**config.mk**
```make
export PLATFORM = sky130hd
export DESIGN_NAME = bus_cmd_arbiter
export DESIGN_NICKNAME = d
export VERILOG_FILES = /design/src/rtl/bus_cmd_arbiter.sv
export SDC_FILE = /design/constraint.sdc
export NUM_CORES = 1
export LEC_CHECK = 0
export ABC_AREA = 0
export ABC_CLOCK_PERIOD_IN_PS = 3050
export BUFFER_PORTS_ARGS = -buffer_cell sky130_fd_sc_hd__buf_2
export CAP_MARGIN = 20
export CORE_AREA = 10 10 104 69
export CTS_BUF_LIST = sky130_fd_sc_hd__clkbuf_4
export CTS_CLUSTER_DIAMETER = 50
export DETAILED_ROUTE_END_ITERATION = 8
export DIE_AREA = 0 0 114 79
export GPL_ROUTABILITY_DRIVEN = 0
export PLACE_DENSITY_LB_ADDON = 0.05
export SYNTH_ARGS = -nofsm -noshare
export SYNTH_HDL_FRONTEND = slang
export SYNTH_SLANG_ARGS = --single-unit
```
**constraint.sdc**
```tcl
create_clock -name clk -period 3.05 [get_ports clk]
set_input_delay 0.7625 -clock clk [delete_from_list [all_inputs] [get_ports clk]]
set_output_delay 0.7625 -clock clk [all_outputs]
set_load 0.02 [all_outputs]
```
**src/rtl/bus_cmd_arbiter.sv**
```systemverilog
// bus_cmd_arbiter: two-requester round-robin arbiter with bounded lock in front of a single-transaction bus master.
module bus_cmd_arbiter #(
    parameter int ADDR_W   = 14,
    parameter int DATA_W   = 8,
    parameter int MAX_LOCK = 4
) (
    input  logic              clk,
    input  logic              rst_n,
    input  logic              r0_cmd_stb,
    output logic              r0_cmd_ack,
    input  logic              r0_cmd_wr,
    input  logic [ADDR_W-1:0] r0_cmd_a,
    input  logic [DATA_W-1:0] r0_cmd_d,
    input  logic              r0_cmd_lock,
    output logic              r0_rsp_stb,
    input  logic              r0_rsp_ack,
    output logic              r0_rsp_wr,
    output logic [ADDR_W-1:0] r0_rsp_a,
    output logic [DATA_W-1:0] r0_rsp_d,
    input  logic              r1_cmd_stb,
    output logic              r1_cmd_ack,
    input  logic              r1_cmd_wr,
    input  logic [ADDR_W-1:0] r1_cmd_a,
    input  logic [DATA_W-1:0] r1_cmd_d,
    input  logic              r1_cmd_lock,
    output logic              r1_rsp_stb,
    input  logic              r1_rsp_ack,
    output logic              r1_rsp_wr,
    output logic [ADDR_W-1:0] r1_rsp_a,
    output logic [DATA_W-1:0] r1_rsp_d,
    output logic              m_cmd_stb,
    input  logic              m_cmd_ack,
    output logic              m_cmd_wr,
    output logic [ADDR_W-1:0] m_cmd_a,
    output logic [DATA_W-1:0] m_cmd_d,
    input  logic              m_rsp_stb,
    output logic              m_rsp_ack,
    input  logic              m_rsp_wr,
    input  logic [ADDR_W-1:0] m_rsp_a,
    input  logic [DATA_W-1:0] m_rsp_d,
    output logic              owner,
    output logic              busy
);
    typedef enum logic [1:0] {IDLE, ISSUE, RESP} state_t;
    state_t     state, state_nx;
    logic       rr, lock_active, cap_lock, lock_win, go, winner, rsp_hs, lock_ok;
    logic [3:0] lock_cnt;
    always_comb begin
        lock_win = lock_active & (owner ? r1_cmd_stb : r0_cmd_stb);
        go       = r0_cmd_stb | r1_cmd_stb;
        winner   = lock_win ? owner : (r0_cmd_stb & r1_cmd_stb) ? rr : r1_cmd_stb;
        rsp_hs   = (state == RESP) & m_rsp_stb & m_rsp_ack;
        lock_ok  = cap_lock & (lock_cnt + 4'd1 < 4'(MAX_LOCK));
    end
    always_ff @(posedge clk or negedge rst_n) begin
        if (!rst_n) state <= IDLE;
        else state <= state_nx;
    end
    always_comb begin
        state_nx = (state == IDLE && go)         ? ISSUE :
                   (state == ISSUE && m_cmd_ack) ? RESP  :
                   rsp_hs                        ? IDLE  : state;
    end
    always_comb begin
        r0_rsp_stb = (state == RESP) & ~owner & m_rsp_stb;
        r1_rsp_stb = (state == RESP) & owner & m_rsp_stb;
        m_rsp_ack  = (state == RESP) & (owner ? r1_rsp_ack : r0_rsp_ack);
        r0_rsp_wr  = m_rsp_wr;
        r0_rsp_a   = m_rsp_a;
        r0_rsp_d   = m_rsp_d;
        r1_rsp_wr  = m_rsp_wr;
        r1_rsp_a   = m_rsp_a;
        r1_rsp_d   = m_rsp_d;
        busy       = state != IDLE;
    end
    // Lock priority is only honoured in the first IDLE cycle, so lock_active is consumed there.
    always_ff @(posedge clk or negedge rst_n) begin
        if (!rst_n) begin
            m_cmd_stb   <= 1'b0;
            m_cmd_wr    <= 1'b0;
            m_cmd_a     <= '0;
            m_cmd_d     <= '0;
            owner       <= 1'b0;
            rr          <= 1'b0;
            lock_active <= 1'b0;
            lock_cnt    <= '0;
            cap_lock    <= 1'b0;
            r0_cmd_ack  <= 1'b0;
            r1_cmd_ack  <= 1'b0;
        end else begin
            r0_cmd_ack <= 1'b0;
            r1_cmd_ack <= 1'b0;
            if (state == IDLE) begin
                lock_active <= 1'b0;
                if (!lock_win) lock_cnt <= '0;
                if (go) begin
                    m_cmd_stb <= 1'b1;
                    m_cmd_wr  <= winner ? r1_cmd_wr : r0_cmd_wr;
                    m_cmd_a   <= winner ? r1_cmd_a : r0_cmd_a;
                    m_cmd_d   <= winner ? r1_cmd_d : r0_cmd_d;
                    owner     <= winner;
                    cap_lock  <= winner ? r1_cmd_lock : r0_cmd_lock;
                end
            end
            if (state == ISSUE && m_cmd_ack) begin
                m_cmd_stb  <= 1'b0;
                r0_cmd_ack <= ~owner;
                r1_cmd_ack <= owner;
            end
            if (rsp_hs) begin
                rr          <= ~owner;
                lock_active <= lock_ok;
                lock_cnt    <= lock_ok ? lock_cnt + 4'd1 : 4'd0;
            end
        end
    end
endmodule
```
# After elaboration in Yosys (flattened, before gate mapping)
# Cells that the tools add are included.
# word_totals
ff_bits,36
# op_classes
n_lt_le_gt_ge,1
n_eq_ne,3
reduce_logical,11
n_mux,22
addsub,1
bitwise_logic,12
# ops
op,n
4-bit 2-to-1 mux,4
14-bit 2-to-1 mux,1
1-bit 2-to-1 mux,13
1-bit AND,10
8-bit 2-to-1 mux,1
2-bit nonzero test,4
2-bit 2-to-1 mux,3
2-bit AND reduction,3
"4-bit by 1-bit adder with 4-bit output, second input constant",1
"4-bit by 3-bit < comparator with 1-bit output, second input constant",1
3-bit nonzero test,1
"2-bit by 1-bit == test with 1-bit output, second input constant",1
"2-bit == test, second input constant",1
1-bit logical AND,2
2-bit zero test,1
"2-bit by 1-bit != test with 1-bit output, second input constant",1
1-bit inverter,1
1-bit OR,1

# Longest topological paths before layout
# Gate-level depths: netlist of the first run.
# depth
word_depth,6
ltp_mapped,6
mapped_depth_nobuf,5

# Least setup slack after synthesis of the first run
# OpenSTA, ideal clock, no wires.
# synth_timing
kind,in2out
start,input port r1_rsp_ack
end,output port m_rsp_ack
path_stages,2
n_path_buf,0
arrival_ns,1.373
required_time_ns,2.288
path_slack_ns,0.915
path_cell_list,mux2i_1 > nor3b_1
# synth_between
elab_chain_len,2
# synth_rtl
item,line,rtl
from (decl),27,"input logic r1_rsp_ack,"
1-bit 2-to-1 mux,67,m_rsp_ack = (state == RESP) & (owner ? r1_rsp_ack : r0_rsp_ack);
1-bit AND,67,
to (decl),37,"output logic m_rsp_ack,"
# No other way between the ends.

# Worst setup path in the final report of the first run
# layout_timing
start,register owner
end,output port m_rsp_ack
# layout_between
elab_chain_len,2
# layout_rtl
item,line,rtl
from (decl),41,"output logic owner,"
from (signal assigned),101,owner <= winner;
1-bit 2-to-1 mux,67,
1-bit AND,67,
# No other way between the ends.

==> results of run 1 <==
how the worst max path moves through the flow:
| stage | slack [ns] | end | from |
|---|---|---|---|
| floorplan | 0.91 | m_rsp_ack | r1_rsp_ack |
| global placement | 0.98 | m_rsp_ack | r1_rsp_ack |
| detailed placement | 0.97 | m_rsp_ack | r1_rsp_ack |
| CTS | 0.89 | m_rsp_ack | owner |
| global route | 0.77 | m_rsp_ack | owner |
| finish | 0.91 | m_rsp_ack | owner |
synthesized netlist by cell type (2+ instances only):
master,number,share of area (%)
nor2_1,30,5.4
nand3_1,2,0.48
o31ai_1,2,0.73
nand3b_1,3,1.1
a21oi_2,5,2.1
and2_1,2,0.60
buf_4,49,18
o21ai_0,5,1.2
buf_2,3,0.73
buf_6,3,1.6
dfrtp_1,36,44
inv_1,5,0.91
mux2i_1,2,0.97
nand2_1,31,5.6
a21oi_1,43,10
metrics by stage:
stage / setup slack, ns / util [%] / power, mW
after detailed placement: 0.974 / 40.7 / 1.94
after floorplan: 0.915 / - / 1.66
after global placement: 0.975 / 40.7 / 1.94
after CTS: 0.890 / 42.1 / 2.28
final: 0.906 / 42.1 / 2.24
after global routing: 0.771 / 42.1 / 2.44
cell families after synthesis:
family | after synthesis
AOI/OAI and AO/OA | 61
adders and majority gates | 1
buffers and inverters | 61
DFF | 36
muxes | 4
and+or+nand+nor | 72
per-layer routing:
| layer | track usage (%) | up-vias |
|---|---|---|
| met1 | 15.0 | 735 |
| met4 | 4.36 | 0 |
| met5 | 0 | - |
| met3 | 5.93 | 13 |
| li1 | - | 808 |
| met2 | 17.1 | 54 |
power breakdown:
part | switching, mW | total [mW] | internal [mW] | leakage [nW]
Clock | 0.159 | 0.327 | 0.167 | 0.0403
Combinational | 0.697 | 1.09 | 0.391 | 0.667
Sequential | 0.134 | 0.823 | 0.689 | 0.419
Total | 0.991 | 2.24 | 1.25 | 1.13
state kept, by name (all words and copies together), names as in the netlist, 2 cells and up:
register  flops
m_cmd_d       8
state         2
lock_cnt      4
m_cmd_a      14
worst max-delay path, delay by kind of cell (launching register included):
family	cells	cell delay, ns
and+or+nand+nor	1	0.07
buffers and inverters	1	0.16
muxes	1	0.30
DFF	1	0.51
final cells by class:
| cell class | instances | area share, % |
|---|---|---|
| flip-flops and latches | 36 | 39.9 |
| multi-input cells | 138 | 32.1 |
| repair buffers | 89 | 20.1 |
| well taps | 69 | 3.82 |
| clock buffers | 5 | 1.66 |
| clock inverters | 3 | 1.66 |
| inverters | 5 | 0.831 |
==> flow_summary.ini, run 1 <==
[outcome]
status = completed

[logic_synthesis]
yosysWarningCount = 0
synthAdderAreaFrac_pct = 0.605
ys_types = 29
synth-xor-area-share_pct = 0
synth_nets = 315
ys_seq_area_share_pct = 43.6
synth-simple-area-share_pct = 14.8
syn_area_sq_um = 2070
synth-compound-area-share_pct = 17.4
syn_inst = 235
synthMuxAreaShare_pct = 2.24
synth-seq-cells = 36
synth_top_family_by_area = buffers and inverters
avgSynthCellArea_sq_um = 8.80
ys_async_sr_fraction_pct = 100
synth_edf_count = 0
synth_flop_cell = dfrtp_1

[drt]
drtIter0Drc = 71
avgViaCountPerCell = 4.67
drc_errors = 0
drt-pass1-iter-count = 4
met3WireLength_microns = 506
finalWirelength_microns = 5460
antenna_left = 0
vias = 1610
wl_met2_microns = 2300
maxUsedRoutingLayer = met4
m1WireLength_microns = 2580
avgRoutedWirePerCell_microns = 15.8

[clock_tree]
clkTransAtPathRegs_ns = 0.11
cts_setup_buffers = 0
cts_tree = yes
clock-root-buffer = clkbuf_4
post_cts_resized = 0
clock_path_buffers = 2
cts.sinks = 36
cts-hold-fix-buffers = 0
cts_buffers = 5
clk_latency_ns = 0.34
h-tree-depth = 2

[flow_run]
drv_cap = 0

[critical_path]
reg2reg_depth = 5
r2r_slack_ns = 1.29
cp_max_fo = 7
crit_chain = mux2i_1 > nor3b_1 > buf_2
rr_endpoint = m_cmd_a[11]
end_kind = primary output
rr_startpoint = state[1]
slowest_delay_ns = 0.51
crit_arrival_ns = 1.38
cp.required_ns = 2.29
cp_slowest_cell = dfrtp_1
path_class = reg2out
cp-start-kind = flip-flop

[sta]
post-route-period-util_pct = 70.3
setup_viol = 0
slew_violations = 0
fin_tns_setup_ns = 0
worstMarginPinSlew_ns = 0.814
fmax_ghz = 0.466
maxSlewHeadroom_pct = 45.7
final_hold_viol_count = 0
skew_ns = 0.00544
fin_crit_ns = 2.14
rsz0062_at_grt = false
whs_ns = 0.501

[global_route]
grt_pass1_vias = 1700
overflow = 0
grt_pass1_wl_microns = 8670
track_usage_pct = 11.9
grt_max_degree = 37
antenna_found_initial = 0

[final_layout]
regArea_sq_um = 901
n_antenna_cell = 0
most-common-layout-cells = buf_2 (86), a21oi_1 (43), dfrtp_1 (36), nand2_1 (31), nor2_1 (30)
area_delta_synth_final_pct = 9.20
layout_commonest_cell = buf_2
fillers = 578
drive_gt1_share_pct = 38.0
multi_input_area_sq_um = 724
stdcell_count = 345
final_nets = 355
final_area_sq_um = 2260

[pwr]
p_per_area_nw_per_um2 = 991
leakage_nw = 1.13
peakVddDrop_v = 0.000354

[place]
hpwlAfterDp_microns = 4020
placed_cell_area_sq_um = 2180
io_buffers = 86
post-place-cells = 337

[floorplanning]
die_area_sq_um = 9010
die_w_microns = 114
die_h_microns = 79
rows = 21
start_util_pct = 38.6
coreArea_sq_um = 5360
ios = 156

[min_path]
hold_path_class = in2async
Power figures use the tool's default switching activity.
==> run 2: changes to the inputs <==
- ABC_CLOCK_PERIOD_IN_PS: 3050 -> 1700
- CORE_AREA: 10 10 104 69 -> 10 10 108 71
- DIE_AREA: 0 0 114 79 -> 0 0 118 81
- clock period: 3.05 -> 1.7 ns (I/O delays scaled with it)
==> flow_summary.ini, run 2 (synthesis results as in run 1) <==
[final_layout]
largest_register_ffs = 14
fin_util_pct = 41.1
largest_register = m_cmd_a
stdcell_count = 373
most-common-layout-cells = buf_2 (83), a21oi_1 (43), dfrtp_1 (35), nand2_1 (31), nor2_1 (29)
final_nets = 368
fillers = 615
drive_gt1_share_pct = 41.9
n_antenna_cell = 0
top_regs = m_cmd_a (14), m_cmd_d (8), lock_cnt (4)
layout_commonest_cell = buf_2
area_delta_synth_final_pct = 16.1

[min_path]
hold_path_class = in2async

[pwr]
p_total_mw = 4.15
p_comb_share_pct = 53.5
seq_power_share_pct = 35.2
pwr-share-clk_pct = 11.3
p_int_mw = 2.32
peakVddDrop_v = 0.000560
p_per_area_nw_per_um2 = 1730
switchingPower_mw = 1.83
switching_share_pct = 44.1
leakage_nw = 1.19

[floorplanning]
start_util_pct = 35.4
die_h_microns = 81
rows = 22
ios = 156
die_area_sq_um = 9560
coreArea_sq_um = 5840
die_w_microns = 118

[sta]
fin_ws_ns = -0.0217
slew_violations = 0
fin_crit_ns = 1.72
worstMarginPinSlew_ns = 0.467
skew_ns = 0.00771
maxSlewHeadroom_pct = 68.9
fmax_ghz = 0.581
setup_viol = 1
whs_ns = 0.116
final_hold_viol_count = 0
post-route-period-util_pct = 101
rsz0062_at_grt = true

[drt]
antenna_left = 0
drtIter0Drc = 65
avgRoutedWirePerCell_microns = 15.6
finalWirelength_microns = 5800
drc_errors = 0
maxUsedRoutingLayer = met4
drt-pass1-iter-count = 4
wl_met2_microns = 2360
m1WireLength_microns = 2770
vias = 1669
met3WireLength_microns = 597
avgViaCountPerCell = 4.47

[clock_tree]
clkTransAtPathRegs_ns = 0.11
cts_buffers = 5
clk_latency_ns = 0.33
clock-root-buffer = clkbuf_4
cts.sinks = 36
cts_tree = yes
h-tree-depth = 2
clock_path_buffers = 2

[critical_path]
path_class = reg2out
r2r_slack_ns = 0.09
crit_arrival_ns = 1.30
cp-start-kind = flip-flop
crit_chain = mux2i_1 > nor3b_1 > buf_2
reg2reg_depth = 5
startpoint = owner
cp_max_fo = 4
rr_startpoint = owner
rr_endpoint = m_cmd_d[5]
slowest_delay_ns = 0.45
cp.required_ns = 1.27
cp_slowest_cell = dfrtp_2
end_kind = primary output

[place]
post-place-cells = 357
hpwlAfterDp_microns = 3980
io_buffers = 86

[global_route]
antenna_found_initial = 0
grt_max_degree = 37
grt_pass1_vias = 1679
track_usage_pct = 11.1
overflow = 0
grt_pass1_wl_microns = 8580

[flow_run]
drv_cap = 0

[outcome]
status = finished with violations
violations = setup timing
## run 2: power by group through the flow
stage          clock network [mW]  logic [mW]  registers (mW)
2_1_floorplan                   0        1.16            1.83
3_3_place_gp                    0        2.08            1.51
3_5_place_dp                    0        2.09            1.48
4_1_cts                     0.492        2.13            1.47
5_1_grt                     0.531        2.45            1.51
6_report                    0.468        2.22            1.46
## run 2: final cells by class
cell class / instances / area (sq um) / area share, %
clock buffer: 7 / 52.6 / 2.19
multi-input combinational: 139 / 736 / 30.6
sequential: 36 / 902 / 37.6
tap: 84 / 105 / 4.38
timing repair buffer: 101 / 583 / 24.3
clock inverter: 1 / 3.75 / 0.156
inverter: 5 / 18.8 / 0.782
## run 2: layer usage
layer / global-route usage, % / up-vias
met5: 0 / -
met4: 4.79 / 0
met2: 14.7 / 66
li1: - / 833
met3: 5.54 / 13
met1: 14.8 / 757
## run 2: metrics by stage
stage | TNS (ns) | instance area (sq um) | worst slack [ns]
3_5_place_dp | 0 | 2260 | 0.126
3_3_place_gp | 0 | 2260 | 0.170
2_1_floorplan | 0 | 2070 | 0.00676
5_1_grt | -0.202 | 2400 | -0.111
4_1_cts | -0.0429 | 2340 | -0.0404
6_report | -0.0217 | 2400 | -0.0217
## run 2: worst max-delay path: cells and delay by family (launching register included)
kind | cells | cell delay, ns
and+or+nand+nor | 1 | 0.17
DFF | 1 | 0.45
muxes | 1 | 0.15
buffers and inverters | 1 | 0.19
## run 2: how the worst max path moves through the flow
| stage | endpoint | slack, ns | depth (start not counted) |
|---|---|---|---|
| 5_1_grt | m_rsp_ack | -0.11 | 3 |
| 3_3_place_gp | lock_cnt[0] | 0.17 | 5 |
| 2_1_floorplan | m_rsp_ack | 0.007 | 3 |
| 6_report | m_rsp_ack | -0.02 | 3 |
| 4_1_cts | m_rsp_ack | -0.04 | 3 |
| 3_5_place_dp | lock_cnt[0] | 0.13 | 5 |
## run 2: timing repair
action	in CTS	in global routing
pin swaps	0	2
hold buffers	0	0
buffers inserted	3	4
gates cloned	0	1
gates resized for setup	1	6
endpoints found under the setup margin	4	6
==> run 3: changes to the inputs <==
- CORE_AREA: 10 10 108 71 -> 10 10 109 72
- CTS_BUF_LIST: sky130_fd_sc_hd__clkbuf_4 -> sky130_fd_sc_hd__clkbuf_8 sky130_fd_sc_hd__clkbuf_16
- DIE_AREA: 0 0 118 81 -> 0 0 119 82
==> flow_summary.ini, run 3 (synthesis results as in run 1) <==
[critical_path]
path_class = reg2out
cp-start-kind = flip-flop
cp.required_ns = 1.27
end_kind = primary output
reg2reg_depth = 5
r2r_slack_ns = 0.08
crit_arrival_ns = 1.26
cp_slowest_cell = dfrtp_2
slowest_delay_ns = 0.44
rr_endpoint = m_cmd_d[7]
rr_startpoint = owner
cp_max_fo = 4
startpoint = owner
crit_chain = mux2i_1 > nor3b_1 > buf_2

[final_layout]
top_regs = m_cmd_a (14), m_cmd_d (8), lock_cnt (4)
fin_util_pct = 40.4
layout_commonest_cell = buf_2
largest_register_ffs = 14
stdcell_count = 369
regArea_sq_um = 902
fillers = 645
final_nets = 364
n_antenna_cell = 0
largest_register = m_cmd_a
area_delta_synth_final_pct = 15.1
final_area_sq_um = 2380
drive_gt1_share_pct = 41.8
multi_input_area_sq_um = 738
most-common-layout-cells = buf_2 (84), a21oi_1 (41), dfrtp_1 (35), nand2_1 (31), nor2_1 (29)

[sta]
rsz0062_at_grt = true
fmax_ghz = 0.595
fin_crit_ns = 1.68
setup_viol = 0
worstMarginPinSlew_ns = 0.463
fin_ws_ns = 0.0187
skew_ns = 0.00529
slew_violations = 0
maxSlewHeadroom_pct = 69.1
final_hold_viol_count = 0
whs_ns = 0.176
post-route-period-util_pct = 98.9

[drt]
avgViaCountPerCell = 4.38
vias = 1618
avgRoutedWirePerCell_microns = 15.3
drt-pass1-iter-count = 4
drtIter0Drc = 67
antenna_left = 0
finalWirelength_microns = 5640
drc_errors = 0

[pwr]
switching_share_pct = 43.5
switchingPower_mw = 1.81
leakage_nw = 1.18
p_per_area_nw_per_um2 = 1750
pwr-share-clk_pct = 14.4
peakVddDrop_v = 0.000600
seq_power_share_pct = 35.5
p_int_mw = 2.35
p_comb_share_pct = 50.1

[clock_tree]
clock_path_buffers = 2
clkTransAtPathRegs_ns = 0.07
cts.sinks = 36
cts_buffers = 5
h-tree-depth = 2
cts_tree = yes
clock-root-buffer = clkbuf_8
clk_latency_ns = 0.28

[outcome]
status = completed

[floorplanning]
die_w_microns = 119
die_h_microns = 82
coreArea_sq_um = 5890
rows = 22
die_area_sq_um = 9760
ios = 156
start_util_pct = 35.1

[place]
post-place-cells = 358
io_buffers = 86
place_ws_ns = 0.153
placed_cell_area_sq_um = 2250
hpwlAfterDp_microns = 4280

[global_route]
grt_pass1_wl_microns = 8740
antenna_found_initial = 0
grt_pass1_vias = 1651
track_usage_pct = 11.2
grt_max_degree = 37
overflow = 0

[min_path]
hold_path_class = in2async

[flow_run]
drv_cap = 0
-- run 3: cell count changes in the layout (fill, tap and decap cells not counted), moves of 2 or more --
cell      previous run  this run
clkbuf_8             0         6
a21oi_1             43        41
buf_6                2         0
clkbuf_4             7         0
a21oi_2              5         7
buf_12               2         0
inv_1                5         7
-- run 3: metal layers --
metal	vias up	wire, microns	global-route usage [%]
met5	-	0	0
met4	0	29	3.03
met3	5	534	5.55
met2	70	2190	14.0
met1	719	2890	16.2
li1	824	-	-
-- run 3: layout make-up --
cell class / instances / area share, %
clock buffers: 6 / 3.47
clock inverters: 2 / 0.315
inverters: 5 / 0.789
multi-input cells: 138 / 31.0
flip-flops and latches: 36 / 37.9
well taps: 84 / 4.42
repair buffers: 98 / 22.1
-- run 3: worst max path at each step --
| stage | end | cells after the start |
|---|---|---|
| 2_1_floorplan | m_rsp_ack | 3 |
| 3_3_place_gp | lock_cnt[0] | 5 |
| 3_5_place_dp | lock_cnt[0] | 5 |
| 4_1_cts | m_rsp_ack | 3 |
| 5_1_grt | m_rsp_ack | 3 |
| 6_report | m_rsp_ack | 3 |
-- run 3: critical path, delay by kind of cell, from the launching register on --
family / cells / cell delay, ns
buffers and inverters: 1 / 0.19
flip-flops: 1 / 0.44
multiplexers: 1 / 0.17
AND/OR/NAND/NOR: 1 / 0.18
-- run 3: power by group through the flow --
stage	Combinational [mW]	Sequential [mW]	Clock (mW)
after floorplan	1.16	1.83	0
after global placement	2.06	1.50	0
after detailed placement	2.06	1.48	0
after CTS	2.07	1.49	0.628
after global routing	2.34	1.54	0.675
final	2.09	1.48	0.599
-- run 3: metrics by stage --
stage | TNS [ns] | power, mW
after floorplan | 0 | 2.99
after global placement | 0 | 3.56
after detailed placement | 0 | 3.55
after CTS | -0.0465 | 4.18
after global routing | -0.211 | 4.55
final | 0 | 4.17
-- run 3: what timing repair did --
action	4_1_cts	5_1_grt
setup endpoints to repair	2	5
hold buffers	0	0
resized for setup	2	5
pin swaps	0	1
buffers inserted	0	3
